**src/rtl/npc_mc_core_seq_if.sv**
```systemverilog
// ---------------------------------------------------------------------------
// npc_mc_core_seq_if
//   Memory-side handshake bundle for the multi-cycle NPC sequencer.
//   Carries two independent req/gnt/rvalid channels:
//     if_*  : instruction fetch (req, addr out; gnt, rvalid, rdata in)
//     lsu_* : data memory     (req, we out;   gnt, rvalid, rdata in)
//   The data-memory address, write data and byte mask come from the
//   external EXU and do not pass through the sequencer.
//   Modports:
//     master : the sequencer (drives requests)
//     slave  : the memory / bus side (drives grants and responses)
// ---------------------------------------------------------------------------
interface npc_mc_core_seq_if #(
    parameter int XLEN = 32
);
    logic            if_req;
    logic [XLEN-1:0] if_addr;
    logic            if_gnt;
    logic            if_rvalid;
    logic [31:0]     if_rdata;

    logic            lsu_req;
    logic            lsu_we;
    logic            lsu_gnt;
    logic            lsu_rvalid;
    logic [XLEN-1:0] lsu_rdata;

    modport master (
        output if_req, if_addr,
        input  if_gnt, if_rvalid, if_rdata,
        output lsu_req, lsu_we,
        input  lsu_gnt, lsu_rvalid, lsu_rdata
    );

    modport slave (
        input  if_req, if_addr,
        output if_gnt, if_rvalid, if_rdata,
        input  lsu_req, lsu_we,
        output lsu_gnt, lsu_rvalid, lsu_rdata
    );
endinterface

```
**src/rtl/npc_mc_core_seq.sv**
```systemverilog
// ---------------------------------------------------------------------------
// npc_mc_core_seq
//   Multi-cycle sequencer for the NPC core. Holds the PC, the instruction
//   register and the control FSM that steps each instruction through
//   FETCH -> IF_WAIT -> EXEC [-> MEM -> MEM_WAIT -> WB] and back to FETCH.
//   The combinational IDU/EXU/GPR live outside; this block only gates their
//   side effects (GPR write enable, data memory request, PC update).
//
//   Ports:
//     clk, rst_n      clock, asynchronous active-low reset
//     bus             fetch and data memory handshakes (master modport)
//     pc, inst        PC register, instruction register (drives IDU)
//     exu_*           decode/execute results from the external EXU
//     gpr_a0          GPR x10, captured as halt code at ebreak
//     gpr_wen         gated GPR write enable
//     wb_sel_load     selects ld_data as GPR write data
//     ld_data         registered load data
//     commit          one-cycle pulse per retired instruction
//     instret         retired-instruction counter (wraps)
//     halted, bus_err sticky stop flags
//     halt_code       gpr_a0 captured at ebreak
// ---------------------------------------------------------------------------
module npc_mc_core_seq #(
    parameter int              XLEN      = 32,
    parameter logic [XLEN-1:0] RESET_PC  = XLEN'(32'h8000_0000),
    parameter int              CNT_WIDTH = 64,
    parameter int              TIMEOUT   = 1024
) (
    input  logic                 clk,
    input  logic                 rst_n,

    npc_mc_core_seq_if.master    bus,

    output logic [XLEN-1:0]      pc,
    output logic [31:0]          inst,

    input  logic                 exu_is_load,
    input  logic                 exu_is_store,
    input  logic                 exu_is_ebreak,
    input  logic                 exu_gpr_wen,
    input  logic                 exu_jump_en,
    input  logic [XLEN-1:0]      exu_dnpc,
    input  logic [XLEN-1:0]      gpr_a0,

    output logic                 gpr_wen,
    output logic                 wb_sel_load,
    output logic [XLEN-1:0]      ld_data,

    output logic                 commit,
    output logic [CNT_WIDTH-1:0] instret,
    output logic                 halted,
    output logic                 bus_err,
    output logic [XLEN-1:0]      halt_code
);

    typedef enum logic [2:0] {
        S_FETCH,
        S_IF_WAIT,
        S_EXEC,
        S_MEM,
        S_MEM_WAIT,
        S_WB,
        S_HALT,
        S_ERR
    } state_e;

    // The timeout counter only has to reach TIMEOUT-1.
    localparam int              TW       = (TIMEOUT > 2) ? $clog2(TIMEOUT) : 1;
    localparam logic [TW-1:0]   TMO_LAST = TW'((TIMEOUT > 0) ? TIMEOUT - 1 : 0);

    state_e                 state_q, state_d;
    logic [XLEN-1:0]        pc_q, pc_d;
    logic [31:0]            inst_q, inst_d;
    logic [XLEN-1:0]        ld_data_q, ld_data_d;
    logic [CNT_WIDTH-1:0]   instret_q, instret_d;
    logic [XLEN-1:0]        halt_code_q, halt_code_d;
    logic [TW-1:0]          tmo_q, tmo_d;

    logic                   retire;
    logic                   waiting;
    logic [XLEN-1:0]        next_pc;

    // -----------------------------------------------------------------------
    // State register
    // -----------------------------------------------------------------------
    always_ff @(posedge clk or negedge rst_n) begin
        if (!rst_n) begin
            state_q     <= S_FETCH;
            pc_q        <= RESET_PC;
            inst_q      <= 32'h0000_0013;
            ld_data_q   <= '0;
            instret_q   <= '0;
            halt_code_q <= '0;
            tmo_q       <= '0;
        end else begin
            state_q     <= state_d;
            pc_q        <= pc_d;
            inst_q      <= inst_d;
            ld_data_q   <= ld_data_d;
            instret_q   <= instret_d;
            halt_code_q <= halt_code_d;
            tmo_q       <= tmo_d;
        end
    end

    // -----------------------------------------------------------------------
    // Next-state and output logic
    // -----------------------------------------------------------------------
    always_comb begin
        state_d     = state_q;
        pc_d        = pc_q;
        inst_d      = inst_q;
        ld_data_d   = ld_data_q;
        instret_d   = instret_q;
        halt_code_d = halt_code_q;
        tmo_d       = tmo_q;

        bus.if_req  = 1'b0;
        bus.lsu_req = 1'b0;
        bus.lsu_we  = 1'b0;
        gpr_wen     = 1'b0;
        wb_sel_load = 1'b0;
        commit      = 1'b0;

        retire      = 1'b0;
        waiting     = 1'b0;
        next_pc     = pc_q + XLEN'(4);

        case (state_q)
            S_FETCH: begin
                bus.if_req = 1'b1;
                waiting    = 1'b1;
                if (bus.if_gnt) begin
                    state_d = S_IF_WAIT;
                end
            end
            S_IF_WAIT: begin
                waiting = 1'b1;
                if (bus.if_rvalid) begin
                    inst_d  = bus.if_rdata;
                    state_d = S_EXEC;
                end
            end
            S_EXEC: begin
                if (exu_is_ebreak) begin
                    halt_code_d = gpr_a0;
                    commit      = 1'b1;
                    instret_d   = instret_q + CNT_WIDTH'(1);
                    state_d     = S_HALT;
                end else if (exu_is_load || exu_is_store) begin
                    state_d = S_MEM;
                end else begin
                    retire  = 1'b1;
                    gpr_wen = exu_gpr_wen;
                    if (exu_jump_en) begin
                        next_pc = exu_dnpc;
                    end
                end
            end
            S_MEM: begin
                // Address/data/mask come from the EXU and stay stable here
                // because inst and the GPRs are frozen until WB.
                bus.lsu_req = 1'b1;
                bus.lsu_we  = exu_is_store;
                waiting     = 1'b1;
                if (bus.lsu_gnt) begin
                    state_d = S_MEM_WAIT;
                end
            end
            S_MEM_WAIT: begin
                waiting = 1'b1;
                if (bus.lsu_rvalid) begin
                    if (exu_is_load) begin
                        ld_data_d = bus.lsu_rdata;
                    end
                    state_d = S_WB;
                end
            end
            S_WB: begin
                retire      = 1'b1;
                gpr_wen     = exu_gpr_wen & exu_is_load;
                wb_sel_load = exu_is_load;
            end
            default: begin
                // S_HALT / S_ERR: absorbing, no side effects.
            end
        endcase

        // Retirement is shared by ALU/branch instructions in EXEC and memory
        // instructions in WB. A misaligned target still retires the
        // instruction but leaves pc pointing at it.
        if (retire) begin
            commit    = 1'b1;
            instret_d = instret_q + CNT_WIDTH'(1);
            if (next_pc[1:0] != 2'b00) begin
                state_d = S_ERR;
            end else begin
                pc_d    = next_pc;
                state_d = S_FETCH;
            end
        end

        // Handshake watchdog: a completed handshake on the last allowed
        // cycle still wins over the timeout.
        if ((TIMEOUT != 0) && waiting && (state_d == state_q)) begin
            if (tmo_q == TMO_LAST) begin
                state_d = S_ERR;
            end else begin
                tmo_d = tmo_q + TW'(1);
            end
        end

        // Any state change restarts the count for the state being entered.
        if (state_d != state_q) begin
            tmo_d = '0;
        end
    end

    assign bus.if_addr = pc_q;
    assign pc          = pc_q;
    assign inst        = inst_q;
    assign ld_data     = ld_data_q;
    assign instret     = instret_q;
    assign halt_code   = halt_code_q;
    assign halted      = (state_q == S_HALT) || (state_q == S_ERR);
    assign bus_err     = (state_q == S_ERR);

endmodule

```
**src/flat_wrapper.sv**
```systemverilog
// flat-port wrapper written by rule: the top's interface ports become plain ports
module npc_mc_core_seq_flat 
#(
    parameter int              XLEN      = 32,
    parameter logic [XLEN-1:0] RESET_PC  = XLEN'(32'h8000_0000),
    parameter int              CNT_WIDTH = 64,
    parameter int              TIMEOUT   = 1024
)
  (clk, rst_n, pc, inst, exu_is_load, exu_is_store, exu_is_ebreak, exu_gpr_wen, exu_jump_en, exu_dnpc, gpr_a0, gpr_wen, wb_sel_load, ld_data, commit, instret, halted, bus_err, halt_code, bus_if_req, bus_if_addr, bus_if_gnt, bus_if_rvalid, bus_if_rdata, bus_lsu_req, bus_lsu_we, bus_lsu_gnt, bus_lsu_rvalid, bus_lsu_rdata);
  npc_mc_core_seq_if #(.XLEN(XLEN)) bus_i ();
  input  logic clk;
  input  logic rst_n;
  output logic [XLEN-1:0] pc;
  output logic [31:0] inst;
  input  logic exu_is_load;
  input  logic exu_is_store;
  input  logic exu_is_ebreak;
  input  logic exu_gpr_wen;
  input  logic exu_jump_en;
  input  logic [XLEN-1:0] exu_dnpc;
  input  logic [XLEN-1:0] gpr_a0;
  output logic gpr_wen;
  output logic wb_sel_load;
  output logic [XLEN-1:0] ld_data;
  output logic commit;
  output logic [CNT_WIDTH-1:0] instret;
  output logic halted;
  output logic bus_err;
  output logic [XLEN-1:0] halt_code;
  output wire logic [$bits(bus_i.if_req)-1:0] bus_if_req;
  output wire logic [$bits(bus_i.if_addr)-1:0] bus_if_addr;
  input wire logic [$bits(bus_i.if_gnt)-1:0] bus_if_gnt;
  input wire logic [$bits(bus_i.if_rvalid)-1:0] bus_if_rvalid;
  input wire logic [$bits(bus_i.if_rdata)-1:0] bus_if_rdata;
  output wire logic [$bits(bus_i.lsu_req)-1:0] bus_lsu_req;
  output wire logic [$bits(bus_i.lsu_we)-1:0] bus_lsu_we;
  input wire logic [$bits(bus_i.lsu_gnt)-1:0] bus_lsu_gnt;
  input wire logic [$bits(bus_i.lsu_rvalid)-1:0] bus_lsu_rvalid;
  input wire logic [$bits(bus_i.lsu_rdata)-1:0] bus_lsu_rdata;
  assign bus_if_req = bus_i.if_req;
  assign bus_if_addr = bus_i.if_addr;
  assign bus_i.if_gnt = bus_if_gnt;
  assign bus_i.if_rvalid = bus_if_rvalid;
  assign bus_i.if_rdata = bus_if_rdata;
  assign bus_lsu_req = bus_i.lsu_req;
  assign bus_lsu_we = bus_i.lsu_we;
  assign bus_i.lsu_gnt = bus_lsu_gnt;
  assign bus_i.lsu_rvalid = bus_lsu_rvalid;
  assign bus_i.lsu_rdata = bus_lsu_rdata;
  npc_mc_core_seq #(.XLEN(XLEN), .RESET_PC(RESET_PC), .CNT_WIDTH(CNT_WIDTH), .TIMEOUT(TIMEOUT)) u_core (.clk(clk), .rst_n(rst_n), .bus(bus_i), .pc(pc), .inst(inst), .exu_is_load(exu_is_load), .exu_is_store(exu_is_store), .exu_is_ebreak(exu_is_ebreak), .exu_gpr_wen(exu_gpr_wen), .exu_jump_en(exu_jump_en), .exu_dnpc(exu_dnpc), .gpr_a0(gpr_a0), .gpr_wen(gpr_wen), .wb_sel_load(wb_sel_load), .ld_data(ld_data), .commit(commit), .instret(instret), .halted(halted), .bus_err(bus_err), .halt_code(halt_code));
endmodule
```
**config.mk**
```make
export PLATFORM = sky130hd
export DESIGN_NAME = npc_mc_core_seq_flat
export DESIGN_NICKNAME = d
export VERILOG_FILES = /design/src/rtl/npc_mc_core_seq_if.sv /design/src/rtl/npc_mc_core_seq.sv /design/src/flat_wrapper.sv
export SDC_FILE = /design/constraint.sdc
export NUM_CORES = 1
export LEC_CHECK = 0
export ABC_CLOCK_PERIOD_IN_PS = 2900
export CAP_MARGIN = 10
export CORE_ASPECT_RATIO = 1.75
export CORE_MARGIN = 2
export CORE_UTILIZATION = 44
export DETAILED_ROUTE_END_ITERATION = 16
export PLACE_DENSITY = 0.89
export SYNTH_ARGS = -nofsm -noshare
export SYNTH_HDL_FRONTEND = slang
export SYNTH_SLANG_ARGS = --single-unit
```
**constraint.sdc**
```tcl
create_clock -name clk -period 2.9 [get_ports clk]
set_input_delay 0.58 -clock clk [delete_from_list [all_inputs] [get_ports clk]]
set_output_delay 0.58 -clock clk [all_outputs]
set_load 0.1 [all_outputs]
```
==> reports/results.txt, run 1 <==
status -> complete, no violations
Worst Hold Class -> input pin to asynchronous set/reset pin
Die Ht -> 200 um
Synth area leader -> dfrtp_1
Synth top cells by count -> dfrtp_1, mux2_2, nand2_1
Worst-Skew Late Latency -> 500 ps
Area after DPL -> 0.0131 sq mm
Die W -> 116 um
count of input and output buffers -> 370
EDFF count, synth -> 0
Fmax -> 0.379 GHz
final net count -> 1357
CTS root buffer -> clkbuf_16
Final Wtd Congestion -> 0.916
CP Launch Type -> flop
# DRC -> 0
total track usage -> 0.242
RSZ-0062 raised after global routing -> no
number of global-route vias before repair -> 8476
Final Hold Fails -> 0
Synth Cell Area -> 0.00962 sq mm
area delta synth->final -> 42.9%
ANT cells -> 0
max-cap violations -> 0
Crit path required time -> 2320 ps
initial antenna violation count -> 0
syn_area_per_cell -> 11.2 sq um
layout cells sized above 1 -> 0.342
HPWL Detailed -> 21300 um
CTS H-tree depth -> 1
Finished Cell Area -> 0.0137 sq mm
FF+latch count, synth -> 205
Core Rows -> 71
CP bufs+invs -> 1
critical path peak fanout -> 17
Yosys Warn Count -> 0
routed wire length -> 28500 um
first-pass GRT wire length -> 44300 um
clock buffer depth -> 3
clock buffer count from CTS -> 21
WL/cell -> 18.8 um
Worst path slowest cell -> dfrtp_1
CTS clock-pin slew for the worst setup and hold paths -> 60 ps
Final Cycle Share -> 0.910
crit-path leading delay family -> simple AND/OR/NAND/NOR gates
Critical Path AT -> 2060 ps
Num Clock Sinks -> 205
worst-margin pin slew -> 746 ps
cts hold-fix bufs -> 0
most frequent cell after synthesis -> dfrtp_1
Synth cell types -> 65
Synth Net Count -> 1002
endpoints failing setup -> 0
GR Overflow Total -> 0
Final Slew Violations -> 0
sequential-to-total area share from yosys stat -> 0.534
Yosys top cell area share -> 0.523
crit-path max cell delay -> 550 ps
CTS tree -> done
post-CTS sizing -> 0
via count -> 8239
Top FF cell, synth -> dfrtp_1
post-CTS setup buffers -> 0
die area -> 0.0231 sq mm
vias per inst -> 5.42
Post-synth ARST share -> 1.00
Setup Skew -> 12.1 ps
Tmin final -> 2640 ps
Detailed Route Iter0 Violations -> 723
Synth area leaders -> dfrtp_1, mux2_2, xnor2_1
Initial Util -> 0.448
crit end category -> output pin
IO Pins -> 371
largest net degree at the start of global routing -> 73
TritonRoute pass-1 iters -> 5
core area -> 0.0215 sq mm
Final ANT Viol Nets -> 0
slew margin rel. -> 0.499
critical setup path kind -> flop to output pin
crit path cell chain -> nor2_1 -> and3_1 -> o21a_1 -> buf_12
Post-Syn Instances -> 860
[layer usage]
layer  global-route usage  up-vias  share of wire
li1                     -     3780              -
met3               0.0464       76          0.066
met2                0.449      343           0.54
met1                0.264     4040           0.35
met5                    0        -              0
met4                0.104        0          0.043
[path summary, 6_finish.rpt]
path	start	to	slack [ps]	cells after the start
min in group clk	u_core.instret[63]$_DFFE_PN0P_	u_core.instret[63]$_DFFE_PN0P_	470	1
min	rst_n	u_core.halt_code[21]$_DFFE_PN0P_	100	1
max reg2reg	u_core.state_q[0]$_DFF_PN0_	u_core.tmo_q[3]$_DFFE_PN0P_	320	6
min reg2reg	u_core.instret[63]$_DFFE_PN0P_	u_core.instret[63]$_DFFE_PN0P_	470	1
max	u_core.state_q[0]$_DFF_PN0_	gpr_wen	260	4
max in group asynchronous	rst_n	u_core.inst[1]$_DFFE_PN1P_	2050	2
[cells in the final DEF (no fill, tap or decap), types with 26 or more instances in the layout]
cell | Yosys | final
nand4_1 | 30 | 30
xnor2_1 | 44 | 44
a21oi_1 | 42 | 42
nand2_1 | 47 | 46
clkdlybuf4s50_1 | 0 | 137
o21ai_0 | 30 | 30
nor3_1 | 27 | 26
mux2_2 | 97 | 97
buf_4 | 32 | 257
nor2_1 | 36 | 36
nand3_1 | 40 | 40
dfrtp_1 | 201 | 200
[state kept, by name, indices dropped and copies added (netlist names)]
register / flops
u_core.instret: 64
u_core.bus.if_addr: 32
u_core.halt_code: 32
u_core.inst: 32
u_core.ld_data: 32
u_core.tmo_q: 10
u_core.state_q: 3
[metrics by stage]
stage	hold WS, ps	instances	util	worst slack [ps]	TNS (ps)
2_1_floorplan	284	860	-	33.7	0
5_1_grt	152	1519	0.640	79.3	0
3_3_place_gp	465	1484	0.609	-16.5	-36.9
3_5_place_dp	462	1484	0.609	-114	-315
4_1_cts	121	1519	0.640	268	0
6_report	105	1519	0.640	261	0
[worst reg2reg max path, stage by stage, from the launching register on]
cell and delay, ps:
dfrtp_1 640, and3b_1 300, nor3b_2 240, nor3_1 170
or3_4 410, or4_1 500, a211oi_1 240
[cells by family after synthesis]
family,share of synthesized area
compound gates,0.0921
xor+xnor,0.0574
fa+ha+maj,0.00390
buf+inv,0.0498
flops,0.534
mux,0.117
simple gates,0.146
[layout make-up]
cell class | count | area [sq um]
clock buffer | 26 | 554
inverter | 19 | 71.3
clock inverter | 9 | 109
multi-input combinational | 564 | 4020
timing repair buffer | 404 | 3490
tap | 292 | 365
fill | 1689 | 7750
sequential | 205 | 5140
Power of run 1 is not shown: default switching activity piles up to over one toggle a cycle in this logic, so the estimate is an artifact.
==> inputs of run 2 (changes only) <==
--- a/config.mk
+++ b/config.mk
@@ -11,6 +11,7 @@
 export CORE_MARGIN = 2
 export CORE_UTILIZATION = 44
 export DETAILED_ROUTE_END_ITERATION = 16
+export HOLD_SLACK_MARGIN = 0.15
 export PLACE_DENSITY = 0.89
 export SYNTH_ARGS = -nofsm -noshare
 export SYNTH_HDL_FRONTEND = slang
==> run 2 against run 1 <==
Global-route usage about the same; first-iteration DRC count increased by 5.3%; critical endpoint unchanged; critical path depth unchanged; non-clock buffer count increased by 1; worst setup slack got worse by 6.3 ps; flip-flop and latch count unchanged.
==> reports/results.txt, run 2 (same netlist as run 1, synthesis figures left out) <==
HPWL Detailed -> 21300 um (unchanged)
crit path to -> gpr_wen
Worst R2R Setup Slack -> 310 ps (about the same)
GR Overflow Total -> 0 (unchanged)
Final ANT Viol Nets -> 0 (unchanged)
via count -> 8268 (+0.35%)
final core utilization -> 0.640 (about the same)
Core Rows -> 71 (unchanged)
first-pass GRT wire length -> 44300 um (about the same)
clock buffer count from CTS -> 21 (unchanged)
Largest register FFs -> 64 (unchanged)
# DRC -> 0 (unchanged)
area delta synth->final -> 43.0% (about the same)
clock buffer depth -> 3 (unchanged)
count of input and output buffers -> 370 (unchanged)
CTS tree -> done
total track usage -> 0.242 (about the same)
die area -> 0.0231 sq mm (unchanged)
status -> complete, no violations
vias per inst -> 5.44 (+0.29%)
Setup Skew -> 12.0 ps (-0.0603 ps)
max-cap violations -> 0 (unchanged)
Final Hold Fails -> 0 (unchanged)
post-CTS sizing -> 0 (unchanged)
Final Slew Violations -> 0 (unchanged)
Fmax -> 0.378 GHz (-0.24%)
IO Pins -> 371 (unchanged)
Die Ht -> 200 um (unchanged)
final net count -> 1358 (+0.074%)
crit end category -> output pin
endpoints failing setup -> 0 (unchanged)
most frequent cells in the layout -> buf_4, dfrtp_1, clkdlybuf4s50_1, mux2_2, nand2_1
Num Clock Sinks -> 205 (unchanged)
Finished Cell Area -> 0.0138 sq mm (about the same)
fillers -> 1689 (unchanged)
layout cells sized above 1 -> 0.342 (about the same)
Tmin final -> 2650 ps (+6.34 ps)
Crit path required time -> 2320 ps (about the same)
Worst Reg2Reg Path Length in Cells -> 6 (unchanged)
ANT cells -> 0 (unchanged)
Detailed Route Iter0 Violations -> 761 (+5.3%)
CP Launch Point -> u_core.state_q[0]$_DFF_PN0_
initial antenna violation count -> 0 (unchanged)
RR Startpoint -> u_core.state_q[0]$_DFF_PN0_
Critical Path AT -> 2070 ps (about the same)
routed wire length -> 28500 um (+0.12%)
slew margin rel. -> 0.493 (-0.00621)
WL/cell -> 18.8 um (about the same)
Die W -> 116 um (unchanged)
Final Wtd Congestion -> 0.916 (unchanged)
RSZ-0062 raised after global routing -> no
worst-margin pin slew -> 755 ps (+9.24 ps)
Worst-Skew Late Latency -> 500 ps (about the same)
CTS H-tree depth -> 1 (unchanged)
critical setup path kind -> flop to output pin
Setup TNS -> 0 ps (unchanged)
post-CTS setup buffers -> 0 (unchanged)
CP Launch Type -> flop
number of global-route vias before repair -> 8486 (+0.12%)
Worst Hold Class -> flop to flop
critical path peak fanout -> 17 (unchanged)
core area -> 0.0215 sq mm (unchanged)
largest net degree at the start of global routing -> 73 (unchanged)
most common cell after layout, fill and taps aside -> buf_4
CTS clock-pin slew for the worst setup and hold paths -> 60 ps (about the same)
TritonRoute pass-1 iters -> 5 (unchanged)
Initial Util -> 0.448 (unchanged)
reg2reg end -> u_core.tmo_q[3]$_DFFE_PN0P_
Final Cycle Share -> 0.912 (+0.00218)
CTS root buffer -> clkbuf_16
Area after DPL -> 0.0131 sq mm (unchanged)
==> run 2: cell count changes in the layout (fill, tap and decap cells not counted), sizes merged <==
cell,before,now
dlygate4sd3,0,1
==> run 2: worst max-delay path: stages (launching register included) <==
cell	delay [ps]
dfrtp_1	560
nor2_1	340
and3_1	290
o21a_1	200
buf_12	180
==> run 2: how the worst min path moves through the flow <==
stage,slack [ps],cells after the start,to,startpoint
detailed placement,460,1,u_core.instret[63]$_DFFE_PN0P_,u_core.instret[63]$_DFFE_PN0P_
finish,470,1,u_core.instret[63]$_DFFE_PN0P_,u_core.instret[63]$_DFFE_PN0P_
global placement,470,1,u_core.instret[63]$_DFFE_PN0P_,u_core.instret[63]$_DFFE_PN0P_
floorplan,280,0,u_core.bus.if_addr[0]$_DFFE_PN0P_,rst_n
global route,500,1,u_core.instret[63]$_DFFE_PN0P_,u_core.instret[63]$_DFFE_PN0P_
CTS,480,1,u_core.instret[63]$_DFFE_PN0P_,u_core.instret[63]$_DFFE_PN0P_
==> run 2: timing repair <==
action / CTS / global route
hold buffers: 1 / 0
hold endpoints to repair: 66 / 0
setup endpoints to repair: 0 / 0
==> run 2: area by class of cell <==
type | count | area (sq um) | area share
timing repair buffer | 405 | 3500 | 0.255
multi-input combinational | 564 | 4020 | 0.292
clock buffer | 26 | 554 | 0.0403
tap | 292 | 365 | 0.0266
clock inverter | 9 | 109 | 0.00791
inverter | 19 | 71.3 | 0.00518
sequential | 205 | 5140 | 0.373
==> run 2: routing by layer <==
metal | wire length, um | GRT usage | vias up | part of all wire
met5 | 0 | 0 | - | 0
met4 | 1210 | 0.104 | 0 | 0.042
met3 | 1860 | 0.0464 | 78 | 0.065
met2 | 15500 | 0.449 | 335 | 0.54
met1 | 9950 | 0.264 | 4072 | 0.35
li1 | - | - | 3783 | -
==> run 2: through the flow <==
step | setup WS (ps) | instances | hold WS [ps]
after floorplan | 33.7 | 860 | 284
after detailed placement | -114 | 1484 | 462
after global placement | -16.5 | 1484 | 465
after CTS | 268 | 1520 | 477
final | 254 | 1520 | 474
after global routing | 79.3 | 1520 | 497
Power of run 2 is left out for the same reason.
